**src/rtl/if_fetch_queue.sv**
```systemverilog
// Decoupled instruction-fetch front end: keeps the fetch PC, issues one
// outstanding word request to a variable-latency instruction memory and
// buffers returned {PC, instruction} pairs in a small FIFO that the ID stage
// drains with a valid/ready handshake. A taken branch redirects the PC,
// flushes the FIFO and discards any response that is still in flight.
module if_fetch_queue #(
    parameter int                   WORD_SIZE   = 32,
    parameter int                   QUEUE_DEPTH = 4,
    parameter logic [WORD_SIZE-1:0] RESET_PC    = '0,
    parameter int                   PC_STEP     = 4
) (
    input  logic                           clk,
    input  logic                           rst,
    input  logic                           brTaken,
    input  logic [WORD_SIZE-1:0]           brOffset,
    input  logic [WORD_SIZE-1:0]           brBasePC,
    input  logic                           freeze,
    output logic                           memReq,
    output logic [WORD_SIZE-1:0]           memAddr,
    input  logic                           memRespValid,
    input  logic [WORD_SIZE-1:0]           memRespData,
    output logic                           outValid,
    input  logic                           outReady,
    output logic [WORD_SIZE-1:0]           PC,
    output logic [WORD_SIZE-1:0]           instruction,
    output logic [$clog2(QUEUE_DEPTH):0]   count
);

    localparam int PTR_W = $clog2(QUEUE_DEPTH);
    localparam int CNT_W = PTR_W + 1;

    // IDLE: free to issue, WAIT: response owed to the queue,
    // DROP: response owed but stale after a redirect, to be discarded.
    typedef enum logic [1:0] {IDLE, WAIT, DROP} fetchState_t;

    fetchState_t            state_reg;
    logic [WORD_SIZE-1:0]   fetchPC_reg;
    logic [WORD_SIZE-1:0]   reqPC_reg;
    logic [PTR_W-1:0]       rdPtr_reg;
    logic [PTR_W-1:0]       wrPtr_reg;
    logic [CNT_W-1:0]       count_reg;

    logic [QUEUE_DEPTH-1:0][WORD_SIZE-1:0] pcArr;
    logic [QUEUE_DEPTH-1:0][WORD_SIZE-1:0] instrArr;

    logic                   doPush;
    logic                   doPop;
    logic [WORD_SIZE-1:0]   brTarget;

    // Offset is a word offset; the shift drops its top two bits and the add wraps.
    assign brTarget = brBasePC + (brOffset << 2);

    // A redirect cycle never issues, and a full queue holds off new requests.
    assign memReq  = !rst && (state_reg == IDLE) && !brTaken && !freeze
                     && (count_reg < CNT_W'(QUEUE_DEPTH));
    assign memAddr = fetchPC_reg;

    // A flush wins over both the push of an arriving word and a pop.
    assign doPush = !rst && !brTaken && (state_reg == WAIT) && memRespValid;
    assign doPop  = !rst && !brTaken && (count_reg != '0) && outReady;

    assign outValid    = !rst && (count_reg != '0);
    assign PC          = rst ? '0 : pcArr[rdPtr_reg];
    assign instruction = rst ? '0 : instrArr[rdPtr_reg];
    assign count       = rst ? '0 : count_reg;

    generate
        for (genvar gi = 0; gi < QUEUE_DEPTH; gi++) begin : gEntry
            logic [WORD_SIZE-1:0] pcEntry_reg;
            logic [WORD_SIZE-1:0] instrEntry_reg;

            // Queue slot: cleared on reset, written when the push lands here.
            always_ff @(posedge clk) begin
                if (rst) begin
                    pcEntry_reg    <= '0;
                    instrEntry_reg <= '0;
                end else if (doPush && (wrPtr_reg == PTR_W'(gi))) begin
                    pcEntry_reg    <= reqPC_reg;
                    instrEntry_reg <= memRespData;
                end
            end

            assign pcArr[gi]    = pcEntry_reg;
            assign instrArr[gi] = instrEntry_reg;
        end
    endgenerate

    // Fetch control FSM plus queue pointers and occupancy.
    always_ff @(posedge clk) begin
        if (rst) begin
            state_reg   <= IDLE;
            fetchPC_reg <= RESET_PC;
            reqPC_reg   <= '0;
            rdPtr_reg   <= '0;
            wrPtr_reg   <= '0;
            count_reg   <= '0;
        end else if (brTaken) begin
            fetchPC_reg <= brTarget;
            rdPtr_reg   <= '0;
            wrPtr_reg   <= '0;
            count_reg   <= '0;
            // An in-flight request becomes stale unless its word arrives right now.
            if (state_reg == WAIT) begin
                state_reg <= memRespValid ? IDLE : DROP;
            end
        end else begin
            case (state_reg)
                IDLE: begin
                    if (memReq) begin
                        reqPC_reg   <= fetchPC_reg;
                        fetchPC_reg <= fetchPC_reg + WORD_SIZE'(PC_STEP);
                        state_reg   <= WAIT;
                    end
                end
                WAIT: if (memRespValid) state_reg <= IDLE;
                DROP: if (memRespValid) state_reg <= IDLE;
                default: state_reg <= IDLE;
            endcase

            if (doPush) wrPtr_reg <= wrPtr_reg + 1'b1;
            if (doPop)  rdPtr_reg <= rdPtr_reg + 1'b1;

            case ({doPush, doPop})
                2'b10:   count_reg <= count_reg + 1'b1;
                2'b01:   count_reg <= count_reg - 1'b1;
                default: count_reg <= count_reg;
            endcase
        end
    end

endmodule

```
**config.mk**
```make
export PLATFORM = sky130hd
export DESIGN_NAME = if_fetch_queue
export DESIGN_NICKNAME = d
export VERILOG_FILES = /design/src/rtl/if_fetch_queue.sv
export SDC_FILE = /design/constraint.sdc
export NUM_CORES = 1
export LEC_CHECK = 0
export BUFFER_PORTS_ARGS = -buffer_cell sky130_fd_sc_hd__buf_2
export CELL_PAD_IN_SITES_DETAIL_PLACEMENT = 1
export CELL_PAD_IN_SITES_GLOBAL_PLACEMENT = 2
export CORE_MARGIN = 4
export CORE_UTILIZATION = 30
export DETAILED_ROUTE_END_ITERATION = 12
export PLACE_DENSITY = 0.75
export SYNTH_ARGS = -nofsm -noshare
export SYNTH_HDL_FRONTEND = slang
export SYNTH_SLANG_ARGS = --single-unit
```
**constraint.sdc**
```tcl
create_clock -name clk -period 3.6 [get_ports clk]
set_input_delay 0.72 -clock clk [delete_from_list [all_inputs] [get_ports clk]]
set_output_delay 0.72 -clock clk [all_outputs]
set_load 0.03 [all_outputs]
```
==> flow_summary.yaml <==
logic_synthesis:
  ys_top_cells_by_area: "dfxtp_1 (42%), nand2_1 (14%), a21oi_1 (9.3%), mux4_2 (9.2%), ha_1 (3.0%)"
  syn_area_um2: 15700
  synth-seq-area-share_pct: 42.0
  synth_top_area_share_pct: 42.0
  yosys.area.top_type: "dfxtp_1"
  syn_nets: 2039
  synth_top_flop_cell: "dfxtp_1"
  synthArstFlopShare_pct: 0
  synth-seq-cells: 329
  synthCells: 1898
  yosys_warnings: 0
  synth_cell_types: 69
  avgSynthCellArea_um2: 8.26
  synth_edf_count: 0
critical_path:
  max_stage_delay_ns: 0.52
  cp_cell_sequence: "inv_1, ha_1, nand2b_4, or4_4, inv_2, buf_2"
  timing_worst_setup_path_type: "register to output port"
  critPathBufInv: 3
  reg2reg_to: "gEntry[3].instrEntry_reg[5]$_SDFFE_PP0P_"
  worst_setup_path_end_kind: "output port"
  worstPathArrival_ns: 2.42
  crit_slowest_cell: "or4_4"
  cp.required_ns: 2.88
  reg2reg_depth: 8
  reg2reg_slack_ns: 1.07
  cp-start-kind: "register"
  worstPathMaxFanout: 20
  reg2reg_from: "state_reg[1]$_SDFFE_PP0P_"
  crit_family: "buffers and inverters"
power_and_ir_drop:
  leakage_uw: 0.00671
  p_per_area_nw_per_um2: 457
  max-vdd-ir-drop_mv: 0.279
clock_network:
  post_cts_resized: 0
  post_cts_buffers: 0
  ctsHoldBuffers: 0
  clk_pin_slew_ns: 0.06
  cts_tree: "done"
  clock-root-buffer: "clkbuf_16"
  cts_max_level: 2
  clockBufferDepth: 3
  cts_sinks: 329
  clock_latency_ns: 0.58
  numCtsBuffers: 40
route:
  wl_um: 51900
  routedWlPerCell_um: 18.9
  detail-route-antenna-nets: 0
  drcViolationCount: 0
  drt_iter0_markers: 707
  via_per_inst: 5.03
  firstDrtPassIters: 4
  route.vias.total: 13800
floorplan:
  initial_core_util_pct: 30.4
  io_pins: 203
  core_area_um2: 51500
  die_area_um2: 56000
  num_rows: 83
  die_w_um: 237
  chipHeight_um: 237
worst_hold_path:
  hold_depth: 2
  hold_path.class: "input pin to register"
  hold_end: "memAddr[0]$_SDFFE_PP0P_"
  hold_path.startpoint: "rst"
global_route:
  antenna_found_initial: 4
  track_usage_pct: 18.1
  grt_pass1_wl_um: 82200
  grt_overflow: 0
  grt_max_degree: 156
  grt_pass1_vias: 14800
flow_run:
  maxCapViolCount: 0
sta:
  maxSlewViolCount: 0
  setup_slack_ns: 0.461
  finalSetupViolCount: 0
  setup_tns_ns: 0
  finalCritPeriodShare_pct: 87.2
  rsz0062_at_grt: "no"
  timing.hold.ws_ns: 0.406
  fmax_mhz: 319
  slew_headroom_pct: 38.9
  hold_viol: 0
  skew_ns: 0.0199
  tightest_slew_ns: 0.916
  period_needed_ns: 3.14
outcome:
  outcome: "finished, final reports clean"
place:
  dpl.hpwl_um: 33000
  io_buffer_count: 200
  dp.cells: 2676
  preCtsSetupSlack_ns: 0.207
  gp_congestion: 0.769
cells_and_area:
  stdcell_count: 2746
  drive_gt1_share_pct: 18.0
  syn_to_final_growth_pct: 19.3
  utilization_pct: 36.3
  layout.nets: 2179
area by class of cell:
class,instances,area (µm²)
clock buffer,62,1190
antenna,2,5.00
inverter,16,60.1
multi-input combinational,1425,8530
tap,680,851
sequential,329,6590
fill,6170,32800
clock inverter,6,87.6
timing repair buffer,226,1380
routing by layer:
metal | routed length [µm] | track usage (%)
met1 | 24700 | 24.5
met2 | 24300 | 30.1
met3 | 2000 | 3.46
met4 | 852 | 3.86
met5 | 27 | 0
through the flow:
stage	cell area, µm²	total power (µW)
floorplan	15700	4350
global placement	17400	4630
detailed placement	17400	4640
CTS	18700	8680
global route	18700	8900
finish	18700	8550
cells by family (layout without fill, tap and decap cells):
family                     count (synthesis)  in the layout  synth area share, %
buffers and inverters                    144            310                 3.69
adders and majority gates                 39             39                 3.21
muxes                                     68             68                 9.45
DFF                                      329            329                 42.0
other                                      0              2                    0
AOI/OAI and AO/OA                        431            431                 15.7
xor gates and xnor gates                  47             47                 2.62
and+or+nand+nor                          840            840                 23.3
power breakdown:
group | internal [µW] | leakage (µW) | switching [µW] | total, µW
combinational | 277 | 0.00342 | 488 | 765
sequential | 3700 | 0.00266 | 102 | 3800
clock | 2350 | 0.000624 | 1630 | 3990
cells in the mapped netlist, types with 3 or more instances:
cell type,count
a211o_1,3
mux2i_1,4
nand2b_1,38
and2_1,8
and3_1,9
nand3b_1,3
nor3_1,16
xor2_1,24
a211oi_1,21
buf_2,24
o211a_1,3
nor3b_1,3
a21o_1,14
and4_1,4
o21ai_0,49
o21bai_1,4
a21oi_1,290
dfxtp_1,329
a22oi_1,3
nand2_1,590
o22ai_1,4
or3_1,6
nand4_1,8
nor2b_1,68
or2_2,3
mux4_2,64
a31oi_1,3
inv_1,14
clkbuf_1,92
o211ai_1,3
buf_1,11
nand3_1,18
nor4_1,3
o31a_1,3
xnor2_1,23
o21a_1,3
ha_1,37
nor2_1,54
how the worst max path moves through the flow:
stage                     slack, ns                 startpoint  depth (start not counted)                        to
after global placement         0.21                brOffset[0]                         10  memAddr[30]$_SDFFE_PP0N_
after detailed placement       0.21                brOffset[0]                         10  memAddr[30]$_SDFFE_PP0N_
after CTS                      0.41  state_reg[0]$_SDFFE_PP0P_                          6                    memReq
after floorplan                0.62                brOffset[0]                          9  memAddr[24]$_SDFFE_PP0N_
final                          0.46  state_reg[1]$_SDFFE_PP0P_                          6                    memReq
after global routing           0.31  state_reg[1]$_SDFFE_PP0P_                          6                    memReq
cells in the final DEF (no fill, tap or decap), types with 4 or more instances in the layout:
master       n
o21bai_1     4
nand3_1     18
or3_1        6
a21o_1      14
clkbuf_16   40
buf_2      199
nor2b_1     68
mux2i_1      4
and2_2       4
clkbuf_1    11
buf_12      14
o22ai_1      4
mux4_2      64
o21ai_0     49
and3_1       9
xnor2_1     23
inv_1       14
nand2_1    586
a211oi_1    21
and4_1       4
and2_1       4
ha_1        37
dfxtp_1    327
nand2b_1    38
clkbuf_8    11
xor2_1      24
a21oi_1    290
nor3_1      16
nor2_1      54
buf_4       12
nand4_1      8
nand2_2      4
No activity file was read; power rests on OpenSTA's default activity.
